`src/rtl/alu_pkg.sv`:
```
// Shared opcode names and flag-vector layout for the registered ALU.
package alu_pkg;

  typedef enum logic [2:0] {
    OP_ADD = 3'b000,
    OP_SUB = 3'b001,
    OP_AND = 3'b010,
    OP_OR  = 3'b011,
    OP_XOR = 3'b100,
    OP_NOT = 3'b101,
    OP_SHL = 3'b110,
    OP_SHR = 3'b111
  } alu_op_e;

  localparam int FLAG_Z = 0;
  localparam int FLAG_N = 1;
  localparam int FLAG_V = 2;
  localparam int FLAG_W = 3;

endpackage

```
`src/rtl/alu_if.sv`:
```
// Operand/result bundle between the board-level top (master) and alu_core (slave).
interface alu_if #(
  parameter int BW = 8
);
  import alu_pkg::*;

  logic              valid_i;
  logic [BW-1:0]     in_a;
  logic [BW-1:0]     in_b;
  alu_op_e           opcode;
  logic              valid_o;
  logic [BW-1:0]     out;
  logic [FLAG_W-1:0] flags;

  modport master (
    output valid_i, in_a, in_b, opcode,
    input  valid_o, out, flags
  );

  modport slave (
    input  valid_i, in_a, in_b, opcode,
    output valid_o, out, flags
  );

endinterface

```
`src/rtl/alu_addsub.sv`:
```
// BW-bit adder/subtractor: subtraction is a + ~b + 1; reports signed overflow.
module alu_addsub #(
  parameter int BW = 8
) (
  input  logic [BW-1:0] i_a,
  input  logic [BW-1:0] i_b,
  input  logic          i_sub,
  output logic [BW-1:0] o_sum,
  output logic          o_ovf
);

  logic [BW-1:0] w_b;

  assign w_b   = i_sub ? ~i_b : i_b;
  assign o_sum = i_a + w_b + {{(BW-1){1'b0}}, i_sub};

  // Overflow when both addends share a sign that the sum does not.
  assign o_ovf = (i_a[BW-1] == w_b[BW-1]) && (o_sum[BW-1] != i_a[BW-1]);

endmodule

```
`src/rtl/alu_core.sv`:
```
// Registered ALU, one-cycle latency. Define ALU_SATURATE_EN to clamp ADD/SUB
// on signed overflow instead of wrapping.
module alu_core
  import alu_pkg::*;
#(
  parameter int BW = 8
) (
  input  logic clk_i,
  input  logic rst_ni,
  alu_if.slave bus
);

  localparam logic [BW-1:0] SMAX = {1'b0, {(BW-1){1'b1}}};
  localparam logic [BW-1:0] SMIN = {1'b1, {(BW-1){1'b0}}};

  logic [BW-1:0]     w_sum;
  logic              w_as_ovf;
  logic              w_sub;
  logic [BW-1:0]     w_result;
  logic              w_ovf;
  logic [FLAG_W-1:0] w_flags;

  logic              r_valid;
  logic [BW-1:0]     r_out;
  logic [FLAG_W-1:0] r_flags;

  assign w_sub = (bus.opcode == OP_SUB);

  alu_addsub #(.BW(BW)) u_addsub (
    .i_a   (bus.in_a),
    .i_b   (bus.in_b),
    .i_sub (w_sub),
    .o_sum (w_sum),
    .o_ovf (w_as_ovf)
  );

  // NOTE: every output gets a default before the case so no path leaves it
  // unassigned -- otherwise synthesis infers a latch.
  always_comb begin
    w_result = '0;
    w_ovf    = 1'b0;
    case (bus.opcode)
      OP_ADD, OP_SUB: begin
        w_result = w_sum;
        w_ovf    = w_as_ovf;
`ifdef ALU_SATURATE_EN
        // Overflow direction follows the sign of a: positive a can only overflow upward.
        if (w_as_ovf) w_result = bus.in_a[BW-1] ? SMIN : SMAX;
`endif
      end
      OP_AND: w_result = bus.in_a & bus.in_b;
      OP_OR:  w_result = bus.in_a | bus.in_b;
      OP_XOR: w_result = bus.in_a ^ bus.in_b;
      OP_NOT: w_result = ~bus.in_a;
      OP_SHL: begin
        w_result = {bus.in_a[BW-2:0], 1'b0};
        w_ovf    = bus.in_a[BW-1] ^ bus.in_a[BW-2];
      end
      OP_SHR: w_result = {1'b0, bus.in_a[BW-1:1]};
      default: begin
        w_result = '0;
        w_ovf    = 1'b0;
      end
    endcase
  end

  assign w_flags[FLAG_Z] = (w_result == '0);
  assign w_flags[FLAG_N] = w_result[BW-1];
  assign w_flags[FLAG_V] = w_ovf;

  // NOTE: registered state uses non-blocking assignments so every flop samples
  // pre-edge values regardless of statement order.
  always_ff @(posedge clk_i or negedge rst_ni) begin
    if (!rst_ni) begin
      r_valid <= 1'b0;
      r_out   <= '0;
      r_flags <= '0;
    end else begin
      r_valid <= bus.valid_i;
      if (bus.valid_i) begin
        r_out   <= w_result;
        r_flags <= w_flags;
      end
    end
  end

  assign bus.valid_o = r_valid;
  assign bus.out     = r_out;
  assign bus.flags   = r_flags;

endmodule

```
`src/flat_wrapper.sv`:
```
// flat-port wrapper written by rule: the top's interface ports become plain ports
module alu_core_flat import alu_pkg::*;
#(
  parameter int BW = 8
)
  (clk_i, rst_ni, bus_valid_i, bus_in_a, bus_in_b, bus_opcode, bus_valid_o, bus_out, bus_flags);
  alu_if #(.BW(BW)) bus_i ();
  input  logic clk_i;
  input  logic rst_ni;
  input wire logic [$bits(bus_i.valid_i)-1:0] bus_valid_i;
  input wire logic [$bits(bus_i.in_a)-1:0] bus_in_a;
  input wire logic [$bits(bus_i.in_b)-1:0] bus_in_b;
  input wire logic [$bits(bus_i.opcode)-1:0] bus_opcode;
  output wire logic [$bits(bus_i.valid_o)-1:0] bus_valid_o;
  output wire logic [$bits(bus_i.out)-1:0] bus_out;
  output wire logic [$bits(bus_i.flags)-1:0] bus_flags;
  assign bus_i.valid_i = bus_valid_i;
  assign bus_i.in_a = bus_in_a;
  assign bus_i.in_b = bus_in_b;
  assign bus_i.opcode = bus_opcode;
  assign bus_valid_o = bus_i.valid_o;
  assign bus_out = bus_i.out;
  assign bus_flags = bus_i.flags;
  alu_core #(.BW(BW)) u_core (.clk_i(clk_i), .rst_ni(rst_ni), .bus(bus_i));
endmodule
```
`config.mk`:
```
export PLATFORM = sky130hd
export DESIGN_NAME = alu_core_flat
export DESIGN_NICKNAME = d
export VERILOG_FILES = /design/src/rtl/alu_pkg.sv /design/src/rtl/alu_if.sv /design/src/rtl/alu_addsub.sv /design/src/rtl/alu_core.sv /design/src/flat_wrapper.sv
export SDC_FILE = /design/constraint.sdc
export NUM_CORES = 1
export LEC_CHECK = 0
export BUFFER_PORTS_ARGS = -buffer_cell sky130_fd_sc_hd__buf_2
export CORE_MARGIN = 2
export CORE_UTILIZATION = 28
export DETAILED_ROUTE_END_ITERATION = 7
export SETUP_SLACK_MARGIN = 0.15
export SLEW_MARGIN = 20
export SYNTH_ARGS = -nofsm -noshare
export SYNTH_HDL_FRONTEND = slang
export SYNTH_HIERARCHICAL = 1
export SYNTH_SLANG_ARGS = --single-unit
```
`constraint.sdc`:
```
create_clock -name clk_i -period 0.8 [get_ports clk_i]
set_input_delay 0 -clock clk_i [delete_from_list [all_inputs] [get_ports clk_i]]
set_output_delay 0 -clock clk_i [all_outputs]
set_load 0.01 [all_outputs]
```
==> results.json <==
{
  "placed_cells": 342,
  "num_vias": 1707,
  "routabilityCongestion": 0.772,
  "hold_viol": 0,
  "htreeDepth": 1,
  "cp_data_arrival_time_ns": 2.36,
  "syn_nets": 242,
  "grt_max_degree": 31,
  "avgRoutedWirePerCell_um": 12.6,
  "layout.cells.non_filler": 364,
  "nets": 338,
  "grt_pass1_wl_mm": 7.76,
  "clk_path_buf_depth": 2,
  "yosysTopAreaCellShare": 0.167,
  "ys_types": 54,
  "grt_pass1_vias": 1690,
  "startpoint": "bus_opcode[2]",
  "ys_async_sr_fraction": 1.00,
  "synth_warnings": 6,
  "rsz0062_at_grt": "yes",
  "vdd_drop_max_uv": 708,
  "synth_top_family_by_area": "compound AO/OA/AOI/OAI gates",
  "worst_pin_slew_ns": 0.310,
  "cts_root_buf": "clkbuf_8",
  "dp_slack_ns": -1.78,
  "synthAdderAreaFrac": 0.179,
  "synth_edf_count": 0,
  "synth_compound_area_frac": 0.234,
  "hp-class": "in -> reg",
  "synth_most_common_cell": "inv_1",
  "slew_headroom": 0.790,
  "firstDrtPassIters": 4,
  "grt-ovfl-total": 0,
  "ys_ff_latch": 11,
  "cp-start-kind": "input pin",
  "fillers": 553,
  "fin_skew_ns": 0,
  "wirelength_mm": 4.59,
  "place.port_buffers": 33,
  "yosys-top-cells-count": "inv_1 (23), ha_1 (22), a21oi_1 (16)",
  "path_clk_slew_ns": 0.05,
  "finalSetupViolations": 10,
  "p_leak_nw": 1.32,
  "ys.flop_type": "dfrtp_1",
  "area_growth_pct": 64.6,
  "reg2reg_to": "u_core/bus.out[2]",
  "synth_area_leader_cell": "dfrtp_1",
  "end_kind": "register",
  "clock_sinks": 11,
  "finalMaxSlewViolations": 0,
  "cts_made_buffers": 3,
  "cp-endpoint": "u_core/bus.flags[0]",
  "io_pins": 34,
  "die_w_um": 80.7,
  "antenna_found_initial": 0,
  "hold-worst-slack_ns": 0.0794,
  "postSynthAreaPerCell_um2": 8.37,
  "drc": 0,
  "drv_cap": 0,
  "diodes": 0,
  "track_usage": 0.149,
  "worst_ep_required_time_ns": 0.95,
  "avgViaCountPerCell": 4.69,
  "clk_latency_ns": 0.24,
  "critPathKind": "in -> reg",
  "fmax_ghz": 0.451,
  "r2r_cells": 3,
  "die_h_um": 80.7,
  "syn-cell-area_um2": 1650,
  "drtIter0Drc": 97,
  "core_area_um2": 5610,
  "drive_gt1_frac": 0.500,
  "failed_checks": "setup timing",
  "netlist_top_cells_area": "dfrtp_1 (17%), ha_1 (17%), xor2_1 (6.4%)",
  "worst_slack_ns": -1.42,
  "rrSetupSlack_ns": 0.06,
  "cellPowerDensity_nw_per_um2": 1120,
  "layout_min_cycle_time_ns": 2.22,
  "outcome": "finished, violations left",
  "placementRows": 27,
  "synthMuxAreaShare": 0.0546,
  "synthSimpleGateAreaFrac": 0.192,
  "netlist_instances": 197,
  "total_power_mw": 3.03,
  "synth_xor_area_frac": 0.0690,
  "place_hpwl_mm": 3.44,
  "dieArea_um2": 6520,
  "min_period_over_period": 2.77,
  "tritoncts": "built",
  "yosysSeqAreaShare": 0.167,
  "setup_tns_ns": -10.48,
  "ant_nets": 0,
  "r2r-start": "u_core/bus.out[2]",
  "initial_core_util": 0.294,
  "cp_max_fo": 6
}
## report_power, final
group	internal (mW)	switching [mW]	leakage, nW	total, mW
clock	0.349	0.198	0.0228	0.547
sequential	0.628	0.0357	0.131	0.664
combinational	0.993	0.824	1.16	1.82
total	1.97	1.06	1.32	3.03
## logic make-up after synthesis
kind of cell	count (synthesis)
compound gates	52
xor+xnor	13
fa+ha+maj	23
buf+inv	35
flops	11
mux	6
simple gates	57
## critical path, stage by stage
cell	delay, ns
buf_8	0.10
inv_6	0.05
nand2_4	0.05
nor2_4	0.09
buf_12	0.14
xor2_1	0.07
ha_1	0.32
nand4_1	0.13
o221ai_2	0.22
a31oi_4	0.13
xor2_1	0.16
a221o_1	0.33
a211oi_2	0.24
nand4_1	0.13
o32ai_2	0.20
## through the flow
step / utilization / cell area [um2]
after floorplan: - / 1720
after global placement: 0.405 / 2270
after detailed placement: 0.405 / 2270
after CTS: 0.456 / 2560
after global routing: 0.484 / 2720
final: 0.484 / 2720
## registers in the layout (all words and copies together), names as in the netlist
signal and count:
u_core/bus.valid_o 1, u_core/bus.flags 3, u_core/bus.out 7
## routing by layer
| layer | part of all wire | track usage |
|---|---|---|
| met5 | 0 | 0 |
| met4 | 0.013 | 0.0492 |
| met3 | 0.030 | 0.0100 |
| met2 | 0.49 | 0.257 |
| met1 | 0.46 | 0.197 |
## cells in the final DEF, fill, tap and decap left out, types with 4 or more instances in the layout
master and n:
o211ai_1 4, xor2_1 8, ha_1 18, buf_6 13, buf_4 57, dfrtp_1 11, a21oi_1 11, nor2_1 9
nand2b_1 8, nand3_1 4, buf_2 26, nand2_1 9, inv_1 20, o21ai_0 4
## area by class of cell
| type | count | area, um2 | share of cell area |
|---|---|---|---|
| timing repair buffer | 101 | 779 | 0.287 |
| clock buffer | 4 | 45.0 | 0.0166 |
| tap | 72 | 90.1 | 0.0332 |
| sequential | 11 | 275 | 0.101 |
| inverter | 25 | 119 | 0.0438 |
| multi-input combinational | 151 | 1410 | 0.518 |
## worst min path at each step
stage,start,end,cells past startpoint
final,bus_valid_i,u_core/bus.valid_o,2
after CTS,bus_valid_i,u_core/bus.valid_o,2
after detailed placement,rst_ni,u_core/bus.valid_o,1
after floorplan,rst_ni,u_core/bus.flags[0],0
after global routing,bus_valid_i,u_core/bus.valid_o,2
after global placement,rst_ni,u_core/bus.valid_o,1
## what timing repair did
action                                 in CTS  in global routing
hold buffers                                1                  0
resized for setup                          34                 17
pin swaps                                  13                 16
buffers inserted                           11                  6
endpoints found under the hold margin      11                  0
gates cloned                                0                  0
setup endpoints to repair                  22                 22
(Power assumes the default switching activity.)
